## config.mk

```make
export PLATFORM = sky130hd
export DESIGN_NAME = pipe_stall_ctrl_flat
export DESIGN_NICKNAME = d
export VERILOG_FILES = /design/src/rtl/pipe_stall_ctrl_if.sv /design/src/rtl/pipe_stall_ctrl.sv /design/src/flat_wrapper.sv
export SDC_FILE = /design/constraint.sdc
export NUM_CORES = 1
export LEC_CHECK = 0
export ABC_AREA = 1
export BUFFER_PORTS_ARGS = -buffer_cell sky130_fd_sc_hd__buf_4
export CAP_MARGIN = 25
export CORE_UTILIZATION = 35
export DETAILED_ROUTE_END_ITERATION = 7
export PLACE_DENSITY_LB_ADDON = 0.15
export SYNTH_ARGS = -nofsm -noshare
export SYNTH_HDL_FRONTEND = slang
export SYNTH_SLANG_ARGS = --single-unit
```

## constraint.sdc

```tcl
create_clock -name clk -period 2 [get_ports clk]
set_clock_uncertainty 0.15 [all_clocks]
set_input_delay 0.2 -clock clk [delete_from_list [all_inputs] [get_ports clk]]
set_output_delay 0.2 -clock clk [all_outputs]
set_load 0.05 [all_outputs]
```

## src/rtl/pipe_stall_ctrl_if.sv

```systemverilog
// rtl/pipe_stall_ctrl_if.sv - request/control bundle between the pipeline stages and the stall scheduler
//
// Purpose: groups every hazard request raised by the pipeline stages and every
// per-register enable/flush driven back by pipe_stall_ctrl.
// Signals:
//   requests (master -> slave): ld_use, ex_div, mem_req, mem_ack, br_taken, exc_req
//   controls (slave -> master): pc_en, ifid_en, idex_en, exmem_en, memwb_en,
//                               ifid_flush, idex_flush, exmem_flush, memwb_flush,
//                               exc_ack, div_busy, div_done, perf_stall_cycles[31:0]
// Modports: master = pipeline side, slave = scheduler side.

interface pipe_stall_ctrl_if;
  logic        ld_use;
  logic        ex_div;
  logic        mem_req;
  logic        mem_ack;
  logic        br_taken;
  logic        exc_req;

  logic        pc_en;
  logic        ifid_en;
  logic        idex_en;
  logic        exmem_en;
  logic        memwb_en;
  logic        ifid_flush;
  logic        idex_flush;
  logic        exmem_flush;
  logic        memwb_flush;
  logic        exc_ack;
  logic        div_busy;
  logic        div_done;
  logic [31:0] perf_stall_cycles;

  modport master (
    output ld_use, ex_div, mem_req, mem_ack, br_taken, exc_req,
    input  pc_en, ifid_en, idex_en, exmem_en, memwb_en,
    input  ifid_flush, idex_flush, exmem_flush, memwb_flush,
    input  exc_ack, div_busy, div_done, perf_stall_cycles
  );

  modport slave (
    input  ld_use, ex_div, mem_req, mem_ack, br_taken, exc_req,
    output pc_en, ifid_en, idex_en, exmem_en, memwb_en,
    output ifid_flush, idex_flush, exmem_flush, memwb_flush,
    output exc_ack, div_busy, div_done, perf_stall_cycles
  );
endinterface

```

## src/rtl/pipe_stall_ctrl.sv

```systemverilog
// rtl/pipe_stall_ctrl.sv - central stall/flush scheduler for the 5-stage pipeline
//
// Purpose: merges load-use, divide, data-memory wait, branch and exception
// requests into one consistent set of register enables and bubble inserts.
// Two concurrent sequencers: a divide-latency counter and a memory-wait flag.
// Parameters:
//   DIV_CYCLES  EX-stage stall cycles per divide (2..63)
// Ports:
//   clk     rising-edge clock
//   resetn  synchronous active-low reset
//   bus     pipe_stall_ctrl_if.slave (requests in, enables/flushes/status out)
// Optional feature macro: PIPE_STALL_CTRL_PERF_EN
//   defined   -> perf_stall_cycles counts saturating cycles with pc_en=0
//   undefined -> perf_stall_cycles is tied to 0

module pipe_stall_ctrl #(
  parameter int unsigned DIV_CYCLES = 32
) (
  input  logic            clk,
  input  logic            resetn,
  pipe_stall_ctrl_if.slave bus
);

  localparam logic [0:0] ST_IDLE = 1'b0;
  localparam logic [0:0] ST_BUSY = 1'b1;
  localparam logic [5:0] CNT_LOAD = 6'(DIV_CYCLES - 1);

  logic [0:0] state;
  logic [5:0] cnt;
  logic       mem_wait;

  logic       busy;
  logic       cnt_zero;
  logic       mem_stall;
  logic       flush_all;
  logic       div_stall;
  logic       div_hold;
  logic       div_done;

  logic pc_en, ifid_en, idex_en, exmem_en, memwb_en;
  logic ifid_flush, idex_flush, exmem_flush, memwb_flush;
  logic exc_ack;

  assign busy     = (state == ST_BUSY);
  assign cnt_zero = (cnt == 6'd0);

  // An ack in the same cycle as the outstanding wait releases the stall at once.
  assign mem_stall = (mem_wait | (bus.mem_req & ~bus.mem_ack)) & ~(mem_wait & bus.mem_ack);

  // Exceptions are only taken once memory has settled, so exc_ack never
  // precedes the falling edge of mem_stall.
  assign flush_all = bus.exc_req & ~mem_stall;

  assign div_stall = (busy & ~cnt_zero) | (~busy & bus.ex_div & ~flush_all);
  assign div_hold  = busy & cnt_zero & mem_stall;

  // The result may only advance when MEM is moving; an exception kills it.
  assign div_done  = resetn & busy & cnt_zero & ~mem_stall & ~flush_all;

  always_comb begin
    pc_en       = 1'b1;
    ifid_en     = 1'b1;
    idex_en     = 1'b1;
    exmem_en    = 1'b1;
    memwb_en    = 1'b1;
    ifid_flush  = 1'b0;
    idex_flush  = 1'b0;
    exmem_flush = 1'b0;
    memwb_flush = 1'b0;
    exc_ack     = 1'b0;
    if (!resetn) begin
      ifid_flush  = 1'b1;
      idex_flush  = 1'b1;
      exmem_flush = 1'b1;
      memwb_flush = 1'b1;
    end else if (mem_stall) begin
      pc_en       = 1'b0;
      ifid_en     = 1'b0;
      idex_en     = 1'b0;
      exmem_en    = 1'b0;
      memwb_flush = 1'b1;
    end else if (flush_all) begin
      exc_ack     = 1'b1;
      ifid_flush  = 1'b1;
      idex_flush  = 1'b1;
      exmem_flush = 1'b1;
    end else if (div_stall || div_hold) begin
      pc_en       = 1'b0;
      ifid_en     = 1'b0;
      idex_en     = 1'b0;
      exmem_flush = 1'b1;
    end else if (bus.br_taken) begin
      // Any concurrent ld_use belongs to the wrong path and is dropped here.
      ifid_flush  = 1'b1;
      idex_flush  = 1'b1;
    end else if (bus.ld_use) begin
      pc_en       = 1'b0;
      ifid_en     = 1'b0;
      idex_flush  = 1'b1;
    end
  end

  always_ff @(posedge clk) begin
    if (!resetn) begin
      mem_wait <= 1'b0;
    end else if (!mem_wait && bus.mem_req && !bus.mem_ack) begin
      mem_wait <= 1'b1;
    end else if (bus.mem_ack) begin
      mem_wait <= 1'b0;
    end
  end

  // Divide sequencer. cnt keeps running during a memory wait; once it hits
  // zero the sequencer parks in BUSY until MEM releases.
  always_ff @(posedge clk) begin
    if (!resetn) begin
      state <= ST_IDLE;
      cnt   <= 6'd0;
    end else if (state == ST_IDLE) begin
      if (bus.ex_div && !flush_all) begin
        state <= ST_BUSY;
        cnt   <= CNT_LOAD;
      end
    end else if (flush_all) begin
      state <= ST_IDLE;
      cnt   <= 6'd0;
    end else if (cnt_zero) begin
      if (!mem_stall) begin
        state <= ST_IDLE;
      end
    end else begin
      cnt <= cnt - 6'd1;
    end
  end

`ifdef PIPE_STALL_CTRL_PERF_EN
  logic [31:0] perf_cnt;

  always_ff @(posedge clk) begin
    if (!resetn) begin
      perf_cnt <= 32'd0;
    end else if (!pc_en && (perf_cnt != 32'hFFFF_FFFF)) begin
      perf_cnt <= perf_cnt + 32'd1;
    end
  end

  assign bus.perf_stall_cycles = perf_cnt;
`else
  assign bus.perf_stall_cycles = 32'd0;
`endif

  assign bus.pc_en       = pc_en;
  assign bus.ifid_en     = ifid_en;
  assign bus.idex_en     = idex_en;
  assign bus.exmem_en    = exmem_en;
  assign bus.memwb_en    = memwb_en;
  assign bus.ifid_flush  = ifid_flush;
  assign bus.idex_flush  = idex_flush;
  assign bus.exmem_flush = exmem_flush;
  assign bus.memwb_flush = memwb_flush;
  assign bus.exc_ack     = exc_ack;
  assign bus.div_busy    = busy;
  assign bus.div_done    = div_done;

endmodule

```

## src/flat_wrapper.sv

```systemverilog
// flat-port wrapper written by rule: the top's interface ports become plain ports
module pipe_stall_ctrl_flat 
#(
  parameter int unsigned DIV_CYCLES = 32
)
  (clk, resetn, bus_ld_use, bus_ex_div, bus_mem_req, bus_mem_ack, bus_br_taken, bus_exc_req, bus_pc_en, bus_ifid_en, bus_idex_en, bus_exmem_en, bus_memwb_en, bus_ifid_flush, bus_idex_flush, bus_exmem_flush, bus_memwb_flush, bus_exc_ack, bus_div_busy, bus_div_done, bus_perf_stall_cycles);
  pipe_stall_ctrl_if bus_i ();
  input  logic clk;
  input  logic resetn;
  input wire logic [$bits(bus_i.ld_use)-1:0] bus_ld_use;
  input wire logic [$bits(bus_i.ex_div)-1:0] bus_ex_div;
  input wire logic [$bits(bus_i.mem_req)-1:0] bus_mem_req;
  input wire logic [$bits(bus_i.mem_ack)-1:0] bus_mem_ack;
  input wire logic [$bits(bus_i.br_taken)-1:0] bus_br_taken;
  input wire logic [$bits(bus_i.exc_req)-1:0] bus_exc_req;
  output wire logic [$bits(bus_i.pc_en)-1:0] bus_pc_en;
  output wire logic [$bits(bus_i.ifid_en)-1:0] bus_ifid_en;
  output wire logic [$bits(bus_i.idex_en)-1:0] bus_idex_en;
  output wire logic [$bits(bus_i.exmem_en)-1:0] bus_exmem_en;
  output wire logic [$bits(bus_i.memwb_en)-1:0] bus_memwb_en;
  output wire logic [$bits(bus_i.ifid_flush)-1:0] bus_ifid_flush;
  output wire logic [$bits(bus_i.idex_flush)-1:0] bus_idex_flush;
  output wire logic [$bits(bus_i.exmem_flush)-1:0] bus_exmem_flush;
  output wire logic [$bits(bus_i.memwb_flush)-1:0] bus_memwb_flush;
  output wire logic [$bits(bus_i.exc_ack)-1:0] bus_exc_ack;
  output wire logic [$bits(bus_i.div_busy)-1:0] bus_div_busy;
  output wire logic [$bits(bus_i.div_done)-1:0] bus_div_done;
  output wire logic [$bits(bus_i.perf_stall_cycles)-1:0] bus_perf_stall_cycles;
  assign bus_i.ld_use = bus_ld_use;
  assign bus_i.ex_div = bus_ex_div;
  assign bus_i.mem_req = bus_mem_req;
  assign bus_i.mem_ack = bus_mem_ack;
  assign bus_i.br_taken = bus_br_taken;
  assign bus_i.exc_req = bus_exc_req;
  assign bus_pc_en = bus_i.pc_en;
  assign bus_ifid_en = bus_i.ifid_en;
  assign bus_idex_en = bus_i.idex_en;
  assign bus_exmem_en = bus_i.exmem_en;
  assign bus_memwb_en = bus_i.memwb_en;
  assign bus_ifid_flush = bus_i.ifid_flush;
  assign bus_idex_flush = bus_i.idex_flush;
  assign bus_exmem_flush = bus_i.exmem_flush;
  assign bus_memwb_flush = bus_i.memwb_flush;
  assign bus_exc_ack = bus_i.exc_ack;
  assign bus_div_busy = bus_i.div_busy;
  assign bus_div_done = bus_i.div_done;
  assign bus_perf_stall_cycles = bus_i.perf_stall_cycles;
  pipe_stall_ctrl #(.DIV_CYCLES(DIV_CYCLES)) u_core (.clk(clk), .resetn(resetn), .bus(bus_i));
endmodule
```

==> results of run 1 <==
[per-stage QoR]
| stage | setup TNS [ps] | instances | util, % |
|---|---|---|---|
| after floorplan | 0 | 176 | - |
| after global placement | 0 | 188 | 37.7 |
| after detailed placement | 0 | 188 | 37.7 |
| after CTS | 0 | 191 | 38.9 |
| after global routing | -13.0 | 195 | 43.0 |
| final | 0 | 195 | 43.0 |
[what timing repair did]
item / CTS / global route
gates resized for setup: 4 / 21
pin swaps: 0 / 3
endpoints found under the setup margin: 3 / 6
gates cloned: 0 / 0
setup buffers: 0 / 4
[flip-flops by register name, summed over array words and instances, names as in the netlist]
register and count:
u_core.bus.div_busy 1, u_core.mem_wait 1, u_core.cnt 6
[synth_stat cells]
cell type | count | share of area (%)
nand2_2 | 5 | 3.4
ha_1 | 2 | 2.7
nor2_2 | 4 | 2.7
or2_2 | 1 | 0.69
dfxtp_1 | 8 | 18
o21bai_4 | 1 | 2.1
nand2_4 | 2 | 2.5
o21ai_0 | 4 | 2.2
nand3_1 | 10 | 5.5
conb_1 | 2 | 0.82
inv_1 | 13 | 5.3
o21ai_1 | 1 | 0.55
buf_6 | 1 | 1.2
nor2_1 | 23 | 9.5
nand3_2 | 1 | 1.1
a21oi_1 | 4 | 2.2
nand2_1 | 28 | 12
buf_2 | 1 | 0.55
buf_4 | 34 | 28
[final cells by class]
type / count / area share (%)
Clock buffer: 3 / 2.11
Inverter: 13 / 4.81
Multi-Input combinational cell: 119 / 56.0
Sequential cell: 8 / 15.6
Tap cell: 30 / 3.52
Timing Repair Buffer: 22 / 18.0
[routing by layer]
metal,vias to the layer above,part of all wire [%]
met5,-,0
met1,379,42
met2,32,51
met4,0,0
met3,0,6.6
li1,417,-
[cell families (layout without fill, tap and decap cells)]
logic type / Yosys count / after routing / share of synthesized area (%)
other: 2 / 33 / 0.822
buffers and inverters: 49 / 38 / 35.1
and+or+nand+nor: 74 / 74 / 36.8
AOI/OAI and AO/OA: 10 / 10 / 6.99
adders and majority gates: 2 / 2 / 2.74
DFF: 8 / 8 / 17.5
[final timing paths]
kind | slack (ps) | from | endpoint
setup reg to reg | 540 | u_core.cnt[0]$_SDFFE_PN0P_ | u_core.cnt[4]$_SDFFE_PN0P_
hold / removal | 100 | resetn | u_core.cnt[5]$_SDFFE_PN0P_
hold reg to reg | 350 | u_core.cnt[1]$_SDFFE_PN0P_ | u_core.cnt[1]$_SDFFE_PN0P_
setup / recovery | 100 | u_core.mem_wait$_SDFFE_PN0P_ | bus_idex_en
[report_power, final]
group          internal (uW)  total, uW  switching, uW
Combinational            114        433            319
Sequential               177        196           19.2
Clock                   68.7        124           55.4
Total                    360        753            393
[critical path, cell delays in order (launching register included)]
cell	delay (ps)
dfxtp_1	330
o21bai_4	230
nand2_4	170
nand2_4	130
nand2_2	80
nand2_4	80
nor2_4	40
nor2_2	90
buf_6	160
==> results_dict.tcl, run 1 <==
set metrics [dict create \
    ys_ff_latch 8 \
    synthCells 145 \
    busiest_layer "met2" \
    ir_drop_v 0.000315 \
    arrival_ps 1550 \
    wl_per_cell_um 9.41 \
    htreeDepth 1 \
    fin_ws_ps 96.6 \
    finalInstanceArea_um2 1070 \
    hold_ws_ps 103 \
    ant_nets 0 \
    area_growth_pct 16.7 \
    cts.sinks 8 \
    synthesis.area_um2 913 \
    die_w_um 53.1 \
    report.power.total_uw 753 \
    cts_tree "done" \
    yosysWarningCount 0 \
    first_pass_iters 4 \
    cts.hold.buffers_added 0 \
    drc_errors 0 \
    period_share_pct 95.2 \
    mostFrequentLayoutCells "conb_1, nand2_1, nor2_1" \
    drv_slew 0 \
    cts-root-buf "clkbuf_4" \
    critPathKind "reg -> out" \
    crit_path_end_kind "output port" \
    cp_data_required_time_ps 1650 \
    via_per_inst 4.25 \
    timing.final.crit_period_ps 1900 \
    die_area_um2 2820 \
    grt_max_degree 13 \
    grt_use_met1_pct 15.3 \
    core_region_area_um2 2480 \
    gp_congestion 0.812 \
    grt_first_pass_wirelength_um 2500 \
    nNetsFinal 177 \
    vias 828 \
    synth_cell_type_count 19 \
    routed_wl_um 1840 \
    cts_buffer_depth 2 \
    dp_hpwl_um 1340 \
    syn_avg_cell_area_um2 6.30 \
    hold_viol_final 0 \
    pin_count 52 \
    drt_iter0_markers 16 \
    layout-drive-gt1-share_pct 31.5 \
    reg2regPathDepth 9 \
    seq_area_frac_synth_pct 17.5 \
    grt_use_total_pct 12.5 \
    grt_pass1_vias 595 \
    fill_cells 273 \
    max_freq_ghz 0.525 \
    worstSkewPairLatency_ps 250 \
    critPathLaunchType "flop" \
    chipHeight_um 53.1 \
    min_path_type "in -> reg" \
    antenna_found_initial 0 \
    critPathMaxFanout 11 \
    cts_buffers 3 \
    initial_core_util_pct 36.9 \
    met2_usage_pct 20.3 \
    gr-total-overflow 0 \
    p_leak_uw 0.000576 \
    post-place-ws_ps 223 \
    min_path_cells 3 \
    grtUsageMet3_pct 5.17 \
    maxCapViolations 0 \
    ff_latch_area_um2 166 \
    status "finished clean" \
    antenna_cells 0 \
    num_rows 18 \
    final_common_cell "conb_1" \
    p_per_area_nw_per_um2 706 \
    placed_cell_area_um2 935 \
    io_buffers 18 \
    setup_viol 0 \
    clk_pin_slew_worst_paths_ps 50 \
    multiInputGateArea_um2 597 \
]
(Power assumes the default switching activity.)
==> run 2: changes to the inputs <==
--- a/config.mk
+++ b/config.mk
@@ -8,7 +8,7 @@
 export ABC_AREA = 1
 export BUFFER_PORTS_ARGS = -buffer_cell sky130_fd_sc_hd__buf_4
 export CAP_MARGIN = 25
-export CORE_UTILIZATION = 35
+export CORE_UTILIZATION = 44
 export DETAILED_ROUTE_END_ITERATION = 7
 export PLACE_DENSITY_LB_ADDON = 0.15
 export SYNTH_ARGS = -nofsm -noshare
==> run 2 against run 1 <==
Non-clock buffer count is 4 higher. Die area decreased by 20%. Cell count up 0.51%. Routed wire length rose by 3.0%. First-iteration DRC count did not move. Clock-buffer cell count did not move.
==> results_dict.tcl, run 2 (same netlist as run 1, synthesis figures left out) <==
set metrics [dict create \
    die_area_um2 2260 \
    layout-drive-gt1-share_pct 36.1 \
    num_rows 16 \
    grt_max_degree 13 \
    wl_per_cell_um 9.64 \
    mostFrequentLayoutCells "conb_1, nand2_1, buf_4" \
    busiest_layer "met2" \
    initial_core_util_pct 46.6 \
    cts_tree "done" \
    grt_pass1_vias 633 \
    core_region_area_um2 1960 \
    antenna_found_initial 0 \
    reg2regPathDepth 8 \
    final_common_cell "conb_1" \
    grt_use_total_pct 17.2 \
    via_per_inst 4.28 \
    dp_hpwl_um 1400 \
    pin_count 52 \
    drt_iter0_markers 16 \
    dp.cells 185 \
    clk_pin_slew_worst_paths_ps 60 \
    htreeDepth 1 \
    cts.sinks 8 \
    critPathLaunchType "flop" \
    arrival_ps 1560 \
    max_freq_ghz 0.524 \
    nNetsFinal 181 \
    cts_buffers 3 \
    area_growth_pct 19.2 \
    grt_use_met1_pct 19.4 \
    setup_viol 0 \
    io_buffers 18 \
    hold_viol_final 0 \
    vias 838 \
    worstSkewPairLatency_ps 260 \
    first_pass_iters 6 \
    ir_drop_v 0.000380 \
    grtUsageMet3_pct 5.28 \
    cts_buffer_depth 2 \
    reg2reg_to "u_core.cnt[0]$_SDFFE_PN0P_" \
    holdCritStartpoint "resetn" \
    status "finished clean" \
    grt_first_pass_wirelength_um 2640 \
    critPathKind "reg -> out" \
    min_path_type "in -> reg" \
    fin_util_pct 55.5 \
    cts-root-buf "clkbuf_4" \
    cp_data_required_time_ps 1650 \
    gp_congestion 0.786 \
    r2r-start "u_core.mem_wait$_SDFFE_PN0P_" \
    crit_path_end_kind "output port" \
    drc_errors 0 \
    top_register "u_core.cnt" \
    critPathMaxFanout 3 \
    routed_wl_um 1890 \
    finalNonFillerCells 196 \
    p_per_area_nw_per_um2 709 \
    maxCapViolations 0 \
    drv_slew 0 \
    timing.final.crit_period_ps 1910 \
    met2_usage_pct 31.2 \
    r2r_slack_ps 350 \
    antenna_cells 0 \
    min_to "u_core.cnt[5]$_SDFFE_PN0P_" \
    p_leak_uw 0.000587 \
    chipHeight_um 47.6 \
    min_path_cells 3 \
    gr-total-overflow 0 \
    die_w_um 47.6 \
    ant_nets 0 \
    cts.hold.buffers_added 0 \
    largest_register_ffs 6 \
    period_share_pct 95.4 \
]
## run 2: through the flow
stage / worst slack (ps) / setup TNS (ps) / hold slack [ps] / power, uW / instance area (um2)
detailed placement: 222 / 0 / 350 / 581 / 931
CTS: 20.1 / 0 / 87.5 / 723 / 965
floorplan: 21.2 / 0 / 218 / 571 / 1030
global placement: 267 / 0 / 347 / 577 / 931
global route: -32.0 / -43.1 / 102 / 821 / 1090
finish: 93.0 / 0 / 95.0 / 772 / 1090
## run 2: routing by layer
metal  vias up  wire length (um)
met5         -                 0
met1       377               754
met3         4               113
met4         0                14
li1        424                 -
met2        33              1010
## run 2: worst max path at each step
stage          slack (ps)                          from  cells after the start            to
2_1_floorplan          20  u_core.mem_wait$_SDFFE_PN0P_                      3  bus_div_done
3_3_place_gp          270    u_core.cnt[0]$_SDFFE_PN0P_                     11   bus_idex_en
3_5_place_dp          220    u_core.cnt[0]$_SDFFE_PN0P_                     11   bus_idex_en
4_1_cts                20    u_core.cnt[2]$_SDFFE_PN0P_                     10   bus_ifid_en
5_1_grt               -30    u_core.cnt[0]$_SDFFE_PN0P_                      8  bus_div_done
6_report               90    u_core.cnt[0]$_SDFFE_PN0P_                      8  bus_div_done
## run 2: report_power, final
part	leakage, uW	switching (uW)	internal (uW)
Sequential	0.0000681	19.5	178
Combinational	0.000505	323	121
Clock	0.0000138	61.5	69.1
## run 2: area by class of cell
class,count,area [um2]
tap,27,33.8
sequential,8,169
timing repair buffer,26,218
multi-input combinational,119,594
fill,216,873
clock buffer,3,22.5
inverter,13,51.3
## run 2: critical path, stage by stage, from the launching register on
cell	delay, ps
dfxtp_2	340
inv_4	60
ha_2	160
nand2_2	60
buf_4	130
nor2_2	150
nand3_2	100
nor2_1	100
buf_4	200
## run 2: what timing repair did
action                                  4_1_cts  5_1_grt
gates cloned                                  0        0
resized for setup                             5       23
endpoints found under the setup margin        6        6
endpoints found under the hold margin         0        0
pin swaps                                     0        7
setup buffers                                 0        8
